**src/rtl/de_add_key_mix.sv**
```systemverilog
// AddRoundKey followed by InvMixColumns on a 128-bit AES state.
// The mix is applied COLS_PER_CYC columns per cycle.
module de_add_key_mix #(
    parameter int unsigned COLS_PER_CYC = 1
) (
    input  logic         iClk,
    input  logic         iRst_n,
    input  logic         iValid,
    output logic         oReady,
    input  logic [127:0] iState,
    input  logic [127:0] iRoundKey,
    input  logic         iLastRound,
    output logic         oValid,
    input  logic         iReady,
    output logic [127:0] oState
);

    typedef enum logic [1:0] {StIdle, StMix, StDone} state_e;

    localparam logic [2:0] ColStep = 3'(COLS_PER_CYC);

    state_e        state_q, state_d;
    logic [127:0]  w_q, w_d;
    logic [1:0]    col_q, col_d;
    logic          last_q, last_d;
    logic [2:0]    col_next;

    function automatic logic [7:0] xtime(input logic [7:0] b);
        return {b[6:0], 1'b0} ^ (b[7] ? 8'h1b : 8'h00);
    endfunction

    function automatic logic [7:0] mul9(input logic [7:0] b);
        return xtime(xtime(xtime(b))) ^ b;
    endfunction

    function automatic logic [7:0] mulb(input logic [7:0] b);
        return xtime(xtime(xtime(b))) ^ xtime(b) ^ b;
    endfunction

    function automatic logic [7:0] muld(input logic [7:0] b);
        return xtime(xtime(xtime(b))) ^ xtime(xtime(b)) ^ b;
    endfunction

    function automatic logic [7:0] mule(input logic [7:0] b);
        return xtime(xtime(xtime(b))) ^ xtime(xtime(b)) ^ xtime(b);
    endfunction

    function automatic logic [31:0] inv_mix_col(input logic [31:0] c);
        logic [7:0] s0, s1, s2, s3;
        s0 = c[31:24];
        s1 = c[23:16];
        s2 = c[15:8];
        s3 = c[7:0];
        return {mule(s0) ^ mulb(s1) ^ muld(s2) ^ mul9(s3),
                mul9(s0) ^ mule(s1) ^ mulb(s2) ^ muld(s3),
                muld(s0) ^ mul9(s1) ^ mule(s2) ^ mulb(s3),
                mulb(s0) ^ muld(s1) ^ mul9(s2) ^ mule(s3)};
    endfunction

    always_comb begin
        state_d  = state_q;
        w_d      = w_q;
        col_d    = col_q;
        last_d   = last_q;
        col_next = {1'b0, col_q} + ColStep;

        unique case (state_q)
            StIdle: begin
                if (iValid) begin
                    w_d     = iState ^ iRoundKey;
                    last_d  = iLastRound;
                    col_d   = 2'd0;
                    state_d = iLastRound ? StDone : StMix;
                end
            end
            StMix: begin
                // Column c lives at bits [127-32c -: 32]; counter is always a multiple of the step.
                if (!last_q) begin
                    for (int unsigned j = 0; j < COLS_PER_CYC; j++) begin
                        int unsigned idx;
                        idx = 32'(col_q) + j;
                        w_d[(3 - idx) * 32 +: 32] = inv_mix_col(w_q[(3 - idx) * 32 +: 32]);
                    end
                end
                col_d = col_next[1:0];
                if (col_next[2]) begin
                    state_d = StDone;
                end
            end
            StDone: begin
                if (iReady) begin
                    state_d = StIdle;
                end
            end
            default: state_d = StIdle;
        endcase
    end

    always_ff @(posedge iClk or negedge iRst_n) begin
        if (!iRst_n) begin
            state_q <= StIdle;
            w_q     <= '0;
            col_q   <= 2'd0;
            last_q  <= 1'b0;
        end else begin
            state_q <= state_d;
            w_q     <= w_d;
            col_q   <= col_d;
            last_q  <= last_d;
        end
    end

    assign oReady = (state_q == StIdle);
    assign oValid = (state_q == StDone);
    assign oState = w_q;

endmodule

```
**config.mk**
```make
export PLATFORM = sky130hd
export DESIGN_NAME = de_add_key_mix
export DESIGN_NICKNAME = d
export VERILOG_FILES = /design/src/rtl/de_add_key_mix.sv
export SDC_FILE = /design/constraint.sdc
export NUM_CORES = 1
export LEC_CHECK = 0
export ABC_CLOCK_PERIOD_IN_PS = 6200
export CAP_MARGIN = 20
export CORE_ASPECT_RATIO = 0.8
export CORE_UTILIZATION = 45
export CTS_CLUSTER_DIAMETER = 60
export DETAILED_ROUTE_END_ITERATION = 10
export GPL_TIMING_DRIVEN = 0
export HOLD_SLACK_MARGIN = 0.05
export PLACE_DENSITY = 0.82
export SYNTH_ARGS = -nofsm -noshare
export SYNTH_HDL_FRONTEND = slang
export SYNTH_SLANG_ARGS = --single-unit
export TNS_END_PERCENT = 30
```
**constraint.sdc**
```tcl
create_clock -name iClk -period 6.2 [get_ports iClk]
set_clock_uncertainty 0.1 [all_clocks]
set_input_delay 0.93 -clock iClk [delete_from_list [all_inputs] [get_ports iClk]]
set_output_delay 0.93 -clock iClk [all_outputs]
set_load 0.005 [all_outputs]
```
==> out/summary.txt <==
Routed len/inst - 25.8 um
Mapped Nets - 1,182
Number of synthesized flops with an enable pin - 0
Compound-cell area share of the yosys netlist - 0.183
Layout cells sized above 1 - 0.0813
WP data arrival - 4600 ps
Main synth FF type - dfrtp_1
Post-CTS setup buffers - 0
Most common cell after layout, fill and taps aside - clkdlybuf4s50_1
Root buffer cell - clkbuf_16
Worst hold slack - 336 ps
Number of antenna violations at the first check in global routing - 0
Area leader, netlist - dfrtp_1
Clk sinks - 133
Synth top area share - 0.328
Slew @ Worst Pin - 1040 ps
Post-synthesis register bit count - 133
Via density - 6.06
Crit Path Category - flop to flop
Multi-input gate area - 6470 um^2
Via total after detailed routing - 9,945
Fill cell count - 1,696
Adder-Cell Fraction of Synth Area - 0.00494
Clock Pin Slew Worst Setup and Hold Paths - 70 ps
Largest net degree at the start of global routing - 83
TritonCTS clock tree - done
Worst Path Max Fanout - 10
Clock Tree Buf Depth - 2
Pre-antenna DRT Iters - 5
CTS Buf Count - 17
Post-DP Area - 14,500 um^2
Initial core utilization - 0.464
Status - completed
Reg area - 3330 um^2
Most frequent cells in the layout - clkdlybuf4s50_1 (389), xnor2_1 (143), dfrtp_1 (133)
Setup violations, final - 0
Top cells by area, synth - dfrtp_1 (33%), xnor2_1 (12%), xor2_1 (9.2%)
Critical path required time - 6440 ps
Min Tclk post-route - 4350 ps
DRC Markers - 0
Peak Freq - 230 MHz
Setup crit start - col_q[1]
CP Capture Type - flop
Simple-gate share of the synthesized area - 0.0423
Syn Area/Cell - 11.1 um^2
Total wire length - 42.4 mm
H-tree levels - 4
RSZ-0062 raised after global routing - no
Final Cycle Share - 0.702
Largest family of logic cells by synthesized area - XOR/XNOR gates
Die H - 136 um
Startpoint Class - flop
Gp weighted congestion - 0.964
Max-slew violations - 0
Final hold viol count - 0
Post-synthesis sequential area ratio - 0.328
# resized after CTS - 0
Fin area - 15,000 um^2
Gr ovfl total - 0
Max_cap viols - 0
TNS Setup - 0 ps
Post-synth ARST share - 1.00
Syn Inst Count - 917
IO Port Bufs - 390
Reg-to-reg startpoint - col_q[1]
Yosys Warn Count - 0
Row Count - 48
GRT Util Overall - 0.372
Yosys cell types - 45
Die area - 23,100 um^2
Slew headroom - 0.308
Post-CTS Hold Fix Bufs - 0
Final core area utilization - 0.688
Die W - 170 um
Post-synthesis mux area share - 0.0748
Global-route wire length before repair - 61.8 mm
Mapped cell area - 10,100 um^2
ANT nets after route - 0
I/O Pins - 391
Reg2reg setup slack - 1850 ps
Post-Synth XOR/XNOR Area - 0.332
Syn-to-layout area delta - 48.2%
Initial DRC count - 1,317
Worst-Skew Late Latency - 440 ps
Vias in the first global route - 10,000
Core Box Area - 21,900 um^2
NumNets Final - 1,593
Min-Delay Path Class - input pin to async pin
DP HPWL - 32.2 mm
critical path, cell delays in order, from the launching register on:
cell and delay [ps]:
dfrtp_1 390, buf_2 300, buf_2 470, buf_2 500, inv_1 140, ha_1 290, buf_2 180, nor4_4 830
clkbuf_1 610, a22oi_1 220, a21oi_1 220
layer usage:
metal	up-vias	global-route usage	routed length, um
li1	4144	-	-
met1	4877	0.491	16100
met2	809	0.587	19900
met3	115	0.0932	4910
met4	0	0.148	1430
met5	-	0	0
cells in the mapped netlist (6+ instances only):
master / n
xnor2_2: 8
a22oi_1: 75
buf_2: 12
xnor2_1: 143
nor2_1: 79
o21a_1: 52
dfrtp_1: 133
xnor3_1: 28
mux4_2: 28
buf_1: 6
nand2_1: 7
a21oi_1: 81
o221ai_1: 52
xor2_1: 107
clkbuf_1: 47
xnor3_2: 6
path summary, 6_finish.rpt:
kind,cells after the start,endpoint
worst max-delay path,10,oState[28]
worst min register to register,1,oState[126]
worst min-delay path,1,oState[121]
min in group iClk,1,oState[126]
max in group asynchronous,2,oState[58]
worst max register to register,10,oState[28]
final cells by class:
class | count | share of cell area
Inverter | 4 | 0.000999
Timing Repair Buffer | 392 | 0.262
Clock inverter | 15 | 0.00916
Sequential cell | 133 | 0.221
Multi-Input combinational cell | 708 | 0.430
Antenna cell | 1 | 0.000166
Buffer | 72 | 0.0226
Clock buffer | 17 | 0.0283
Tap cell | 300 | 0.0250
logic make-up (layout without fill, tap and decap cells):
family,Yosys count,in the layout
multiplexers,34,34
adder cells (fa/ha/maj),4,4
buffers and inverters,76,500
XOR/XNOR,304,304
flip-flops,133,133
AO/OA/AOI/OAI,265,265
other,0,1
AND/OR/NAND/NOR,101,101
state kept, by name, summed over array words and instances, names as in the netlist:
signal / flops
col_q: 2
last_q: 1
oState: 128
state_q: 2
stage by stage:
stage	setup WS, ps	instances
floorplan	3010	917
global placement	-1340	1607
detailed placement	2140	1608
CTS	2080	1640
global route	1860	1641
finish	1850	1642
Power is not shown: default switching activity piles up to over one toggle a cycle in this logic, so the estimate is an artifact.
